## src/rtl/os_array_ctrl.sv

```systemverilog
// Sequencer for an output-stationary PE array: clear, feed K, flush skew, drain rows.
// Optional active-cycle counter enabled by `define OS_CTRL_PERF_CNT_EN.
module os_array_ctrl #(
    parameter int ARRAY_N = 4,
    parameter int K_WIDTH = 8
) (
    input  logic                       clk,
    input  logic                       rstn,
    input  logic                       start_i,
    input  logic [K_WIDTH-1:0]         k_len_i,
    output logic                       busy_o,
    output logic                       done_o,
    output logic                       acc_clr_o,
    output logic                       acc_en_o,
    output logic                       feed_rd_en_o,
    output logic [K_WIDTH-1:0]         feed_idx_o,
    output logic                       drain_valid_o,
    output logic [$clog2(ARRAY_N)-1:0] drain_row_o,
    input  logic                       drain_ready_i,
    output logic [31:0]                perf_cycles_o
);

    localparam int RW        = $clog2(ARRAY_N);
    localparam int FLUSH_LEN = 2 * ARRAY_N - 2;
    localparam int FW        = $clog2(2 * ARRAY_N);

    typedef enum logic [2:0] {
        IDLE,
        CLEAR,
        FEED,
        FLUSH,
        DRAIN,
        DONE
    } state_t;

    state_t             state_q, state_d;
    logic [K_WIDTH-1:0] k_q, k_d;
    logic [K_WIDTH-1:0] idx_q, idx_d;
    logic [FW-1:0]      flush_q, flush_d;
    logic [RW-1:0]      row_q, row_d;
    logic               busy_q, busy_d;
    logic               done_q, done_d;
    logic               clr_q, clr_d;
    logic               en_q, en_d;
    logic               rd_q, rd_d;
    logic               dv_q, dv_d;
    state_t             after_feed;

    // Skip the flush phase entirely when the array has no skew to drain
    assign after_feed = (FLUSH_LEN > 0) ? FLUSH : DRAIN;

    always_comb begin
        state_d = state_q;
        k_d     = k_q;
        unique case (state_q)
            IDLE: begin
                if (start_i) begin
                    state_d = CLEAR;
                    k_d     = k_len_i;
                end
            end
            CLEAR: begin
                state_d = (k_q == '0) ? DRAIN : FEED;
            end
            FEED: begin
                if (idx_q == k_q - K_WIDTH'(1)) begin
                    state_d = after_feed;
                end
            end
            FLUSH: begin
                if (flush_q == FW'(FLUSH_LEN - 1)) begin
                    state_d = DRAIN;
                end
            end
            DRAIN: begin
                if (drain_ready_i && row_q == RW'(ARRAY_N - 1)) begin
                    state_d = DONE;
                end
            end
            DONE: begin
                state_d = IDLE;
            end
            default: begin
                state_d = IDLE;
            end
        endcase
    end

    // Output registers are loaded from the next state so every output is a flop
    always_comb begin
        busy_d  = (state_d != IDLE);
        done_d  = (state_d == DONE);
        clr_d   = (state_d == CLEAR);
        en_d    = (state_d == FEED) || (state_d == FLUSH);
        rd_d    = (state_d == FEED);
        dv_d    = (state_d == DRAIN);
        idx_d   = '0;
        flush_d = '0;
        row_d   = '0;
        if (state_d == FEED && state_q == FEED) begin
            idx_d = idx_q + K_WIDTH'(1);
        end
        if (state_d == FLUSH && state_q == FLUSH) begin
            flush_d = flush_q + FW'(1);
        end
        if (state_d == DRAIN && state_q == DRAIN) begin
            row_d = drain_ready_i ? row_q + RW'(1) : row_q;
        end
    end

    always_ff @(posedge clk or negedge rstn) begin
        if (!rstn) begin
            state_q <= IDLE;
            k_q     <= '0;
            idx_q   <= '0;
            flush_q <= '0;
            row_q   <= '0;
            busy_q  <= 1'b0;
            done_q  <= 1'b0;
            clr_q   <= 1'b0;
            en_q    <= 1'b0;
            rd_q    <= 1'b0;
            dv_q    <= 1'b0;
        end else begin
            state_q <= state_d;
            k_q     <= k_d;
            idx_q   <= idx_d;
            flush_q <= flush_d;
            row_q   <= row_d;
            busy_q  <= busy_d;
            done_q  <= done_d;
            clr_q   <= clr_d;
            en_q    <= en_d;
            rd_q    <= rd_d;
            dv_q    <= dv_d;
        end
    end

    assign busy_o        = busy_q;
    assign done_o        = done_q;
    assign acc_clr_o     = clr_q;
    assign acc_en_o      = en_q;
    assign feed_rd_en_o  = rd_q;
    assign feed_idx_o    = idx_q;
    assign drain_valid_o = dv_q;
    assign drain_row_o   = row_q;

`ifdef OS_CTRL_PERF_CNT_EN
    logic [31:0] run_q, run_d;
    logic [31:0] perf_q, perf_d;

    // The DRAIN cycle that hands off to DONE is still an active cycle
    always_comb begin
        run_d  = (state_q == IDLE || state_q == DONE) ? '0 : run_q + 32'd1;
        perf_d = (state_d == DONE) ? run_q + 32'd1 : perf_q;
    end

    always_ff @(posedge clk or negedge rstn) begin
        if (!rstn) begin
            run_q  <= '0;
            perf_q <= '0;
        end else begin
            run_q  <= run_d;
            perf_q <= perf_d;
        end
    end

    assign perf_cycles_o = perf_q;
`else
    assign perf_cycles_o = '0;
`endif

endmodule

```

## config.mk

```make
export PLATFORM = sky130hd
export DESIGN_NAME = os_array_ctrl
export DESIGN_NICKNAME = d
export VERILOG_FILES = /design/src/rtl/os_array_ctrl.sv
export SDC_FILE = /design/constraint.sdc
export NUM_CORES = 1
export LEC_CHECK = 0
export BUFFER_PORTS_ARGS = -buffer_cell sky130_fd_sc_hd__buf_2
export CAP_MARGIN = 10
export CORE_MARGIN = 2
export CORE_UTILIZATION = 35
export DETAILED_ROUTE_END_ITERATION = 10
export PLACE_DENSITY_LB_ADDON = 0.08
export REMOVE_ABC_BUFFERS = 1
export SLEW_MARGIN = 20
export SYNTH_ARGS = -nofsm -noshare
export SYNTH_HDL_FRONTEND = slang
export SYNTH_SLANG_ARGS = --single-unit
```

## constraint.sdc

```tcl
create_clock -name clk -period 4.4 [get_ports clk]
set_input_delay 0.44 -clock clk [delete_from_list [all_inputs] [get_ports clk]]
set_output_delay 0.44 -clock clk [all_outputs]
set_load 0.01 [all_outputs]
```

==> results of run 1 <==
[worst max-delay path by stage]
stage          slack, ps  startpoint            end  depth (start not counted)
4_1_cts             2150      k_q[2]  feed_idx_o[7]                          5
3_3_place_gp        2190      k_q[0]  feed_idx_o[1]                          6
5_1_grt             1920      k_q[2]   feed_rd_en_o                          5
2_1_floorplan       2460      k_q[0]  feed_idx_o[1]                          6
6_report            2130      k_q[2]  feed_idx_o[1]                          5
3_5_place_dp        2150      k_q[2]  feed_idx_o[7]                          5
[final cells by class]
type | count | share of cell area (%)
Timing Repair Buffer | 27 | 7.04
Sequential cell | 30 | 39.1
Tap cell | 67 | 4.36
Inverter | 7 | 1.37
Multi-Input combinational cell | 131 | 42.4
Clock buffer | 8 | 5.73
[sequential cells by signal (all words and copies together), names as in the netlist]
signal         count
acc_clr_o          1
acc_en_o           1
busy_o             1
done_o             1
drain_row_o        2
drain_valid_o      1
feed_idx_o         8
feed_rd_en_o       1
flush_q            3
k_q                8
state_q            3
[power by group]
part | switching [mW] | internal [mW] | total (mW)
clock network | 0.0999 | 0.158 | 0.258
logic | 0.204 | 0.172 | 0.376
registers | 0.0910 | 0.353 | 0.444
total | 0.395 | 0.683 | 1.08
[through the flow]
step	instance area, um2	hold slack, ps	util (%)
3_5_place_dp	1810	475	38.1
4_1_cts	1920	203	40.4
6_report	1920	180	40.4
2_1_floorplan	1590	144	-
5_1_grt	1920	233	40.4
3_3_place_gp	1810	449	38.1
[cells in the final DEF, fill, tap and decap left out, types with 6 or more instances in the layout]
cell                       instances
sky130_fd_sc_hd__mux2_2            6
sky130_fd_sc_hd__buf_2            27
sky130_fd_sc_hd__xor2_1            8
sky130_fd_sc_hd__nor3_1           10
sky130_fd_sc_hd__nand2_1           8
sky130_fd_sc_hd__conb_1           32
sky130_fd_sc_hd__clkbuf_8          8
sky130_fd_sc_hd__dfrtp_1          30
sky130_fd_sc_hd__nor2_1            9
sky130_fd_sc_hd__ha_1              6
sky130_fd_sc_hd__xnor2_1           9
sky130_fd_sc_hd__inv_1             7
[cells by family (layout without fill, tap and decap cells)]
group | Yosys count | count (layout) | synth area share (%)
flops | 30 | 30 | 43.4
simple gates | 55 | 55 | 18.2
compound gates | 15 | 15 | 5.14
other cells | 1 | 32 | 0.217
buf+inv | 42 | 42 | 16.2
xor+xnor | 17 | 17 | 8.61
fa+ha+maj | 6 | 6 | 4.34
mux | 6 | 6 | 3.91
[worst max-delay path, delay by kind of cell, from the launching register on]
family | cells | cell delay (ps)
AND/OR/NAND/NOR | 4 | 1480
flip-flops | 1 | 440
XOR/XNOR | 1 | 200
[layer usage]
| metal | GRT usage, % | wire length (um) | vias to the layer above |
|---|---|---|---|
| li1 | - | - | 577 |
| met1 | 15.5 | 1340 | 563 |
| met2 | 20.9 | 1610 | 53 |
| met3 | 4.20 | 236 | 7 |
| met4 | 5.95 | 65 | 0 |
| met5 | 0 | 0 | - |
==> run summary, run 1 <==
Timing
- min cycle time layout: 2270 ps
- Finish-stage setup viols: 0
- achievable frequency: 441 MHz
- transition time at the pin with the least slew margin: 679 ps
- Fin. Hold Viols: 0
- share of the clock period used by the worst path after layout: 51.6%
- Worst Skew: 3.68 ps
- worst rel slew slack: 54.3%
- Total Negative Setup Slacks: 0 ps
- PnR worst setup slack: 2130 ps
- setup repair after global routing missed its margin: no
- Final Slew Violations: 0

Synth
- Syn. warnings: 0
- gate count of the mapped netlist: 172
- synth unique cells: 33
- proportion of synthesized flip-flops having asynchronous set or reset: 100%
- top cell types by occurrence after synthesis: sky130_fd_sc_hd__buf_4 (32), sky130_fd_sc_hd__dfrtp_1 (30), sky130_fd_sc_hd__nor3_1 (10)
- count of flip-flops with a built-in enable after synthesis: 0
- Synth Area per Inst: 10.1 um2
- count of state elements after synthesis: 30
- leading area contributor after synthesis: sky130_fd_sc_hd__dfrtp_1
- Synth top area share: 43.4%
- cell types with the largest area share after synthesis: sky130_fd_sc_hd__dfrtp_1 (43%), sky130_fd_sc_hd__buf_4 (14%), sky130_fd_sc_hd__xnor2_1 (4.6%)
- primary flip-flop cell chosen by synthesis mapping: sky130_fd_sc_hd__dfrtp_1
- most numerous cell in the Yosys netlist: sky130_fd_sc_hd__buf_4
- fraction of the yosys area taken by sequential cells: 43.4%
- Post-Syn Area: 1730 um2

Hold path
- Hold WC Path Type: primary input to asynchronous set/reset pin

Clock tree
- clock-pin slew on the worst setup and hold paths: 60 ps
- buffers inserted during post-CTS setup optimization: 0
- TritonCTS clock tree: built
- CTS resizes: 0
- CTS Buf Count: 5
- clock root buffer master: sky130_fd_sc_hd__clkbuf_8
- clock latency of the later-clocked register in the worst-skew pair: 280 ps
- level count of the clock H-tree: 2
- CTS max path bufs: 2
- Sinks on Clock Net: 30
- quantity of hold-fixing buffers added after cts: 0

Die
- number of standard-cell rows in the floorplan: 25
- Total Die Area: 5520 um2
- Die X-Extent: 74.3 um
- count of pins on the block boundary: 60
- chip height: 74.3 um
- Starting Density: 36.4%
- area inside the core boundary: 4750 um2

Worst setup path
- cell chain of the critical path: nor4_1 -> nand3b_1 -> xnor2_1 -> nor4_4 -> nor3b_1
- critical path peak fanout: 10
- Reg2Reg Setup Slack: 2130 ps
- cell at the slowest stage of the critical path: sky130_fd_sc_hd__nor4_1
- critical path class: flip-flop to flip-flop
- Startpoint Class: flip-flop
- worst reg2reg path depth: 5
- delay contributed by the slowest stage of the critical path: 640 ps
- required time of the worst setup path: 4540 ps
- WP data arrival: 2410 ps
- kind of end point of the critical path: flip-flop
- Reg-to-Reg Start: k_q[2]
- worst reg2reg path endpoint: feed_idx_o[1]

Detailed routing
- remaining routing DRC violations: 0
- average via count per standard cell: 4.44
- average wire per standard cell: 12.0 um
- first-pass iteration count of the detailed router: 4
- Routed Wire Length: 3250 um
- residual antenna-violating net count after detailed routing: 0
- Starting DRT DRC Count: 42
- total vias in the final route: 1200

Layout
- number of non-filler instances in the completed layout: 270
- Filler Cells Inserted: 499
- number of antenna diodes: 0
- FF/Latch Area: 751 um2
- Layout area overhead: 11.1%
- nets@finish: 220
- fraction of final layout cells sized beyond drive strength 1: 21.7%
- total area of multi-input combinational cells: 815 um2

Power and ir drop
- worst ir drop on vdd: 0.193 mV
- Power Density: 561 nW/um2
- final total power: 1.08 mW
- leakage dissipation: 0.951 nW

Flow run
- max cap viols: 0

Global route
- vias in the first global route: 1100
- gr ovfl total: 0
- pin count of the biggest net entering global routing: 31
- antenna violations before repair: 0
- global-route usage over all layers: 12.9%
- global-route wire length before repair: 5220 um

Place
- number of buffer cells added on primary ports: 27
- gp weighted congestion: 0.818
- worst slack at placement: 2150 ps
- cell count after placement: 262
- half-perimeter wire length after placement: 2490 um

Outcome
- outcome: complete, no violations

No activity file was read; power rests on OpenSTA's default activity.
==> run 2, diff against run 1 <==
==> constraint.sdc (replaced) <==
create_clock -name clk -period 2 [get_ports clk]
set_input_delay 0.2 -clock clk [delete_from_list [all_inputs] [get_ports clk]]
set_output_delay 0.2 -clock clk [all_outputs]
set_load 0.01 [all_outputs]
==> run 2 against run 1 <==
  * Global-route usage increased by 0.11 points
  * Cell count rose by 4.8%
  * Core utilization up 1.9 points
  * Critical path type unchanged
  * Critical endpoint is now state_q[0]
  * Largest cell class unchanged
  * Largest power group is now combinational logic
==> run summary, run 2 (same netlist as run 1, synthesis figures left out) <==
Power and ir drop
- switching share of power: 36.9%, +0.28 points
- leakage dissipation: 0.996 nW, +4.7%
- Sequential Power Share: 39.9%, -1.3 points
- Net Switching: 0.889 mW, +120%
- Int Power: 1.52 mW, +120%
- Clk pwr share: 18.2%, -5.7 points
- Power Density: 1200 nW/um2, +110%
- worst ir drop on vdd: 0.389 mV, +100%
- relative contribution of combinational cells to total power: 41.9%, +7.0 points

Global route
- antenna violations before repair: 0, unchanged
- global-route wire length before repair: 5420 um, +4.0%
- met1 Resource Use GR: 15.0%, -0.56 points
- global routing met2 resource utilization: 22.5%, +1.6 points
- vias in the first global route: 1222, +11%
- routing layer with the top usage in global route: met2
- met3 track utilization from global routing: 4.20%, unchanged
- pin count of the biggest net entering global routing: 31, unchanged
- gr ovfl total: 0, unchanged
- global-route usage over all layers: 13.0%, +0.11 points

Worst setup path
- critical path peak fanout: 6, -4
- kind of end point of the critical path: flip-flop
- WP data arrival: 2090 ps, -320 ps
- required time of the worst setup path: 2210 ps, -2330 ps
- critical path class: flip-flop to flip-flop
- Startpoint Class: flip-flop

Layout
- fraction of final layout cells sized beyond drive strength 1: 28.2%, +6.6 points
- Layout area overhead: 16.3%
- Post-Layout Inst Area: 2010 um2, +4.7%
- Filler Cells Inserted: 490, -1.8%
- nets@finish: 234, +6.4%
- total area of multi-input combinational cells: 823 um2, +1.1%
- most frequent cells in the layout: sky130_fd_sc_hd__conb_1 (32), sky130_fd_sc_hd__dfrtp_1 (27), sky130_fd_sc_hd__buf_2 (27)
- FF/Latch Area: 754 um2, +0.50%
- number of antenna diodes: 0, unchanged
- most frequent standard cell in the layout excluding fill and tap cells: sky130_fd_sc_hd__conb_1

Timing
- Finish-stage setup viols: 0, unchanged
- Worst Skew: 7.34 ps, +3.66 ps
- transition time at the pin with the least slew margin: 666 ps, -13.6 ps
- Final Slew Violations: 0, unchanged
- worst rel slew slack: 55.6%, +1.3 points
- share of the clock period used by the worst path after layout: 94.0%, +42 points
- achievable frequency: 532 MHz, +21%
- Fin. Hold Viols: 0, unchanged
- min cycle time layout: 1880 ps, -389 ps
- Final Hold Slack: 146 ps, -34.5 ps

Die
- chip height: 74.3 um, unchanged
- Starting Density: 36.4%, unchanged
- number of standard-cell rows in the floorplan: 25, unchanged
- area inside the core boundary: 4750 um2, unchanged
- Total Die Area: 5520 um2, unchanged
- count of pins on the block boundary: 60, unchanged
- Die X-Extent: 74.3 um, unchanged

Detailed routing
- remaining routing DRC violations: 0, unchanged
- Routed Wire Length: 3350 um, +2.9%
- first-pass iteration count of the detailed router: 4, unchanged
- total vias in the final route: 1280, +6.7%
- residual antenna-violating net count after detailed routing: 0, unchanged
- average via count per standard cell: 4.52, +1.8%
- Starting DRT DRC Count: 75, +79%
- average wire per standard cell: 11.8 um, -1.8%

Place
- cell area after placement: 1870 um2, +3.3%
- half-perimeter wire length after placement: 2520 um, +1.2%
- number of buffer cells added on primary ports: 27, unchanged
- gp weighted congestion: 0.763, -6.7%

Flow run
- max cap viols: 0, unchanged

Clock tree
- clock latency of the later-clocked register in the worst-skew pair: 270 ps, about the same
- CTS Buf Count: 5, unchanged
- clock-pin slew on the worst setup and hold paths: 60 ps, about the same
- Sinks on Clock Net: 30, unchanged
- TritonCTS clock tree: built
- clock root buffer master: sky130_fd_sc_hd__clkbuf_8
- CTS max path bufs: 2, unchanged
- level count of the clock H-tree: 2, unchanged

Hold path
- Hold WC Path Type: primary input to flip-flop

Outcome
- outcome: complete, no violations

run 2: worst paths after layout:
path / cells after the start / end / slack, ps / from
worst max-delay path: 6 / state_q[0] / 120 / state_q[0]
worst min-delay path: 3 / k_q[1] / 150 / k_len_i[1]
worst max register to register: 6 / state_q[0] / 120 / state_q[0]
worst min register to register: 1 / flush_q[0] / 470 / flush_q[0]
max in group asynchronous: 2 / state_q[2] / 1010 / rstn
min in group asynchronous: 2 / feed_idx_o[3] / 510 / rstn
run 2: power groups by stage:
stage | logic, mW | clock network, mW | registers [mW]
floorplan | 0.618 | 0 | 0.965
global placement | 0.940 | 0 | 0.960
detailed placement | 0.953 | 0 | 0.965
CTS | 0.961 | 0.459 | 0.956
global route | 1.14 | 0.486 | 0.993
finish | 1.01 | 0.438 | 0.960
run 2: final cells by class:
type / count / share of cell area, %
multi-input combinational: 131 / 40.9
timing repair buffer: 41 / 12.3
sequential: 30 / 37.5
tap: 67 / 4.17
inverter: 7 / 1.31
clock buffer: 7 / 3.80
run 2: what timing repair did:
item / CTS / global route
endpoints found under the setup margin: 0 / 10
hold buffers: 1 / 0
gates resized for setup: 0 / 9
setup buffers: 0 / 4
hold endpoints to repair: 30 / 0
run 2: worst max-delay path, cell delays in order (launching register included):
cell and delay [ps]:
sky130_fd_sc_hd__dfrtp_1 430, sky130_fd_sc_hd__or3b_4 410, sky130_fd_sc_hd__nor3_2 180, sky130_fd_sc_hd__o211ai_1 150
sky130_fd_sc_hd__nor4_4 350, sky130_fd_sc_hd__buf_4 200, sky130_fd_sc_hd__nand2b_1 100
run 2: routing by layer:
layer	routed length, um	part of all wire [%]
met2	1650	49
met3	254	7.6
met1	1400	42
met4	34	1.0
met5	0	0
run 2: per-stage QoR:
stage	setup TNS, ps	total power, mW	utilization (%)	setup WS [ps]	cells
after global placement	0	1.90	39.3	102	270
final	0	2.41	42.3	120	283
after detailed placement	0	1.92	39.3	77.2	270
after CTS	0	2.38	41.2	70.9	278
after floorplan	0	1.58	-	64.7	168
after global routing	-24.8	2.62	42.3	-9.93	283
